### src/rtl/data_mem_ctrl.sv
// data_mem_ctrl: byte-wide data memory that stalls the CPU via BUSYWAIT for a fixed access latency
module data_mem_ctrl #(
  parameter int DATA_W        = 8,
  parameter int ADDR_W        = 8,
  parameter int ACCESS_CYCLES = 5
) (
  input  logic              CLK,
  input  logic              RESET,
  input  logic              READ,
  input  logic              WRITE,
  input  logic [ADDR_W-1:0] ADDRESS,
  input  logic [DATA_W-1:0] WRITEDATA,
  output logic [DATA_W-1:0] READDATA,
  output logic              BUSYWAIT
);
  localparam int CNT_W = $clog2(ACCESS_CYCLES + 1);
  typedef enum logic [1:0] {IDLE, ACCESS, DONE} state_t;
  state_t            state_q, state_d;
  logic [CNT_W-1:0]  cnt_q, cnt_d;
  logic              wr_q, wr_d;
  logic [ADDR_W-1:0] addr_q, addr_d;
  logic [DATA_W-1:0] wdata_q, wdata_d;
  logic [DATA_W-1:0] rdata_q, rdata_d;
  logic [DATA_W-1:0] mem [2**ADDR_W];
  logic              accept, last, mem_we;
  always_comb begin
    accept   = state_q == IDLE && (READ ^ WRITE);
    last     = state_q == ACCESS && cnt_q == '0;
    mem_we   = last && wr_q;
    state_d  = accept ? ACCESS : state_q == ACCESS ? (last ? DONE : ACCESS) : IDLE;
    cnt_d    = accept ? CNT_W'(ACCESS_CYCLES - 1) : (state_q == ACCESS && !last) ? cnt_q - CNT_W'(1) : cnt_q;
    wr_d     = accept ? WRITE : wr_q;
    addr_d   = accept ? ADDRESS : addr_q;
    wdata_d  = accept ? WRITEDATA : wdata_q;
    rdata_d  = (last && !wr_q) ? mem[addr_q] : rdata_q;
    BUSYWAIT = RESET && (state_q == ACCESS || accept);
  end
  always_ff @(posedge CLK) begin
    if (!RESET) begin
      state_q <= IDLE;
      cnt_q   <= '0;
      rdata_q <= '0;
    end else begin
      state_q <= state_d;
      cnt_q   <= cnt_d;
      rdata_q <= rdata_d;
    end
    wr_q    <= wr_d;
    addr_q  <= addr_d;
    wdata_q <= wdata_d;
  end
  always_ff @(posedge CLK) begin
    if (RESET && mem_we) mem[addr_q] <= wdata_q;
  end
  assign READDATA = rdata_q;
endmodule

### config.mk
export PLATFORM = sky130hd
export DESIGN_NAME = data_mem_ctrl
export DESIGN_NICKNAME = d
export VERILOG_FILES = /design/src/rtl/data_mem_ctrl.sv
export SDC_FILE = /design/constraint.sdc
export NUM_CORES = 2
export LEC_CHECK = 0
export CAP_MARGIN = 20
export CORE_MARGIN = 2
export CORE_UTILIZATION = 30
export CTS_CLUSTER_DIAMETER = 80
export CTS_CLUSTER_SIZE = 14
export DETAILED_ROUTE_END_ITERATION = 6
export PLACE_DENSITY = 0.45
export SYNTH_ARGS = -nofsm -noshare
export SYNTH_HDL_FRONTEND = slang
export SYNTH_SLANG_ARGS = --single-unit
### constraint.sdc
create_clock -name CLK -period 3.9 [get_ports CLK]
set_clock_uncertainty 0.2 [all_clocks]
set_input_delay 0.78 -clock CLK [delete_from_list [all_inputs] [get_ports CLK]]
set_output_delay 0.78 -clock CLK [all_outputs]
set_load 0.02 [all_outputs]
==> results.yml <==
clocking:
  clk-insertion-delay-late_ns: 0.84
  cts_hold_buf: 0
  cts_tree: "yes"
  htreeDepth: 4
  post-cts-setup-buffers: 0
  cts_root_buf: "clkbuf_16"
  cts_buffers: 168
  cts_resized: 0
  cts_sinks: 2078
  cts.path.max_buffers: 3
  clkSlewWorstSetupHoldPaths_ns: 0.07
grt:
  grt_busiest_layer: "met2"
  gr-usage-met3: 0.0261
  grt_pass1_vias: 40000
  grtUsageTotal: 0.166
  grt_start_max_net_pins: 216
  grt_use_met1: 0.233
  grt_antenna_before_repair: 12
  grt_util_met2: 0.269
  grt.overflow.total: 0
  grt_pass1_wl_um: 320000
power_and_ir_drop:
  cellPowerDensity_nw_per_um2: 484
  peakVddDrop_v: 0.000490
  power_mw: 45.2
  p_leak_nw: 29.1
worst_setup_path:
  worstPathRequired_ns: 2.92
  start_kind: "flip-flop"
  worst-setup-path-type: "reg -> out"
  endpoint_kind: "output port"
  arrival_ns: 2.93
  max_stage_delay_ns: 0.69
  path_cells: "nor2b_1 -> o21a_1 -> clkdlybuf4s50_1"
  crit_fanout: 3
  crit_slowest_cell: "clkdlybuf4s50_1"
place:
  dp_hpwl_um: 144000
  place_area_um2: 88700
  place_congestion: 0.789
  post-place-ws_ns: 0.0315
  place_inst: 7562
  io_buffer_count: 28
timing:
  rsz0062_at_grt: "false"
  worst_slack_ns: -0.00816
  hold_viol: 0
  fin_hold_ws_ns: 0.298
  drv_slew: 0
  fin_crit_sh: 1.00
  tns_ns: -0.00816
  setup_viol: 1
  worst_slew_pin_slew_ns: 1.35
  fmax_mhz: 256
  post-route-min-period_ns: 3.91
  slew_headroom: 0.101
floorplanning:
  start_util: 0.301
  die_h_um: 522
  rows: 190
  die_w_um: 522
  ios: 29
  dieArea_um2: 272000
  core-area_um2: 267000
detailed_routing:
  ant_nets: 0
  drtIter0Drc: 3788
  routed_wl_um: 227000
  drcViolationCount: 0
  vias_per_cell: 4.99
  dr.pass1.iters: 5
  vias: 38900
  wl_per_cell_um: 29.1
synthesis:
  synth.area.top_cells: "edfxtp_1 (77%), mux4_2 (14%), mux2i_1 (1.9%), nor2_1 (1.3%), a22oi_1 (0.67%)"
  synth_top_area_frac: 0.771
  synthFlopType: "edfxtp_1"
  async_flop_share: 0
  synth_area_um2: 80500
  syn_nets: 3711
  yosysWarnings: 0
  ys_ff_latch: 2078
  yosysSeqAreaShare: 0.774
  ys_types: 51
  synth_edf_count: 2065
  synth_cells: 3689
  synth_area_per_cell_um2: 21.8
  synth.most_common_cell: "edfxtp_1"
  synth_top_area_cell: "edfxtp_1"
  synthTopCellsByCount: "edfxtp_1 (2065), mux4_2 (513), nor2_1 (288)"
finish:
  num-nets-final: 4202
  final_util: 0.349
  drive_above_1_share: 0.302
  area_growth_pct: 16.0
  fillerInstances: 24800
  design_area_um2: 93400
  final_cells: 7802
run_status:
  status: "finished with violations"
  violations: "negative setup slack"
flow_run:
  maxCapViolCount: 0
worst_hold_path:
  hold_class: "in -> reg"
[layout make-up]
class,instances,area (µm²),area share
inverters,6,22.5,0.000241
clock buffers,217,4450,0.0477
flip-flops and latches,2078,62300,0.667
well taps,3552,4440,0.0476
diodes,5,12.5,0.000134
repair buffers,540,4810,0.0515
multi-input cells,1386,17100,0.183
clock inverters,18,244,0.00261
[critical path: cells and delay by family, from the launching register on]
family | cells | cell delay (ns)
flops | 1 | 0.41
simple gates | 1 | 0.53
compound gates | 1 | 0.46
buf+inv | 1 | 0.69
[kinds of logic after synthesis]
family                     synth area share
buffers and inverters                0.0146
muxes                                 0.168
AOI/OAI and AO/OA                    0.0191
and+or+nand+nor                      0.0238
xor gates and xnor gates           0.000218
DFF                                   0.774
adders and majority gates          0.000311
[registers in the layout, indices dropped and copies added (netlist names)]
name / flops
mem: 2048
READDATA: 8
addr_q: 8
wdata_q: 8
cnt_q: 3
state_q: 2
wr_q: 1
[worst paths after layout]
check / from / endpoint / slack [ns] / depth (start not counted)
max: state_q[1] / BUSYWAIT / -0.008 / 3
max reg2reg: addr_q[0] / READDATA[3] / 0.30 / 10
min reg2reg: cnt_q[1] / cnt_q[1] / 0.31 / 2
min: WRITEDATA[0] / wdata_q[0] / 0.30 / 1
[layer usage]
| metal | part of all wire | routed length, µm |
|---|---|---|
| met5 | 0.00018 | 41 |
| met4 | 0.022 | 5000 |
| met3 | 0.051 | 11500 |
| met2 | 0.48 | 109000 |
| met1 | 0.45 | 101000 |
[where the power goes]
part	switching, mW	total (mW)	internal [mW]
sequential	0.0807	25.0	24.9
combinational	2.78	4.42	1.64
clock	7.81	15.8	8.00
[cells in the final DEF (no fill, tap or decap), types with 7 or more instances in the layout]
| master | instances |
|---|---|
| a211oi_1 | 18 |
| buf_4 | 457 |
| nor2b_1 | 23 |
| mux2i_1 | 153 |
| clkbuf_16 | 171 |
| nand4_1 | 7 |
| nor3_1 | 7 |
| o22ai_1 | 21 |
| a31oi_1 | 10 |
| mux4_2 | 513 |
| a21oi_1 | 33 |
| buf_12 | 55 |
| clkbuf_1 | 46 |
| a22oi_1 | 72 |
| nand3_1 | 33 |
| a2111oi_0 | 10 |
| clkinv_8 | 7 |
| mux2_2 | 40 |
| nand2_1 | 43 |
| nor2_1 | 286 |
| o21ai_0 | 26 |
| nand2_2 | 16 |
| edfxtp_1 | 2065 |
| clkdlybuf4s50_1 | 28 |
| dfxtp_1 | 13 |
No activity file was read; power rests on OpenSTA's default activity.
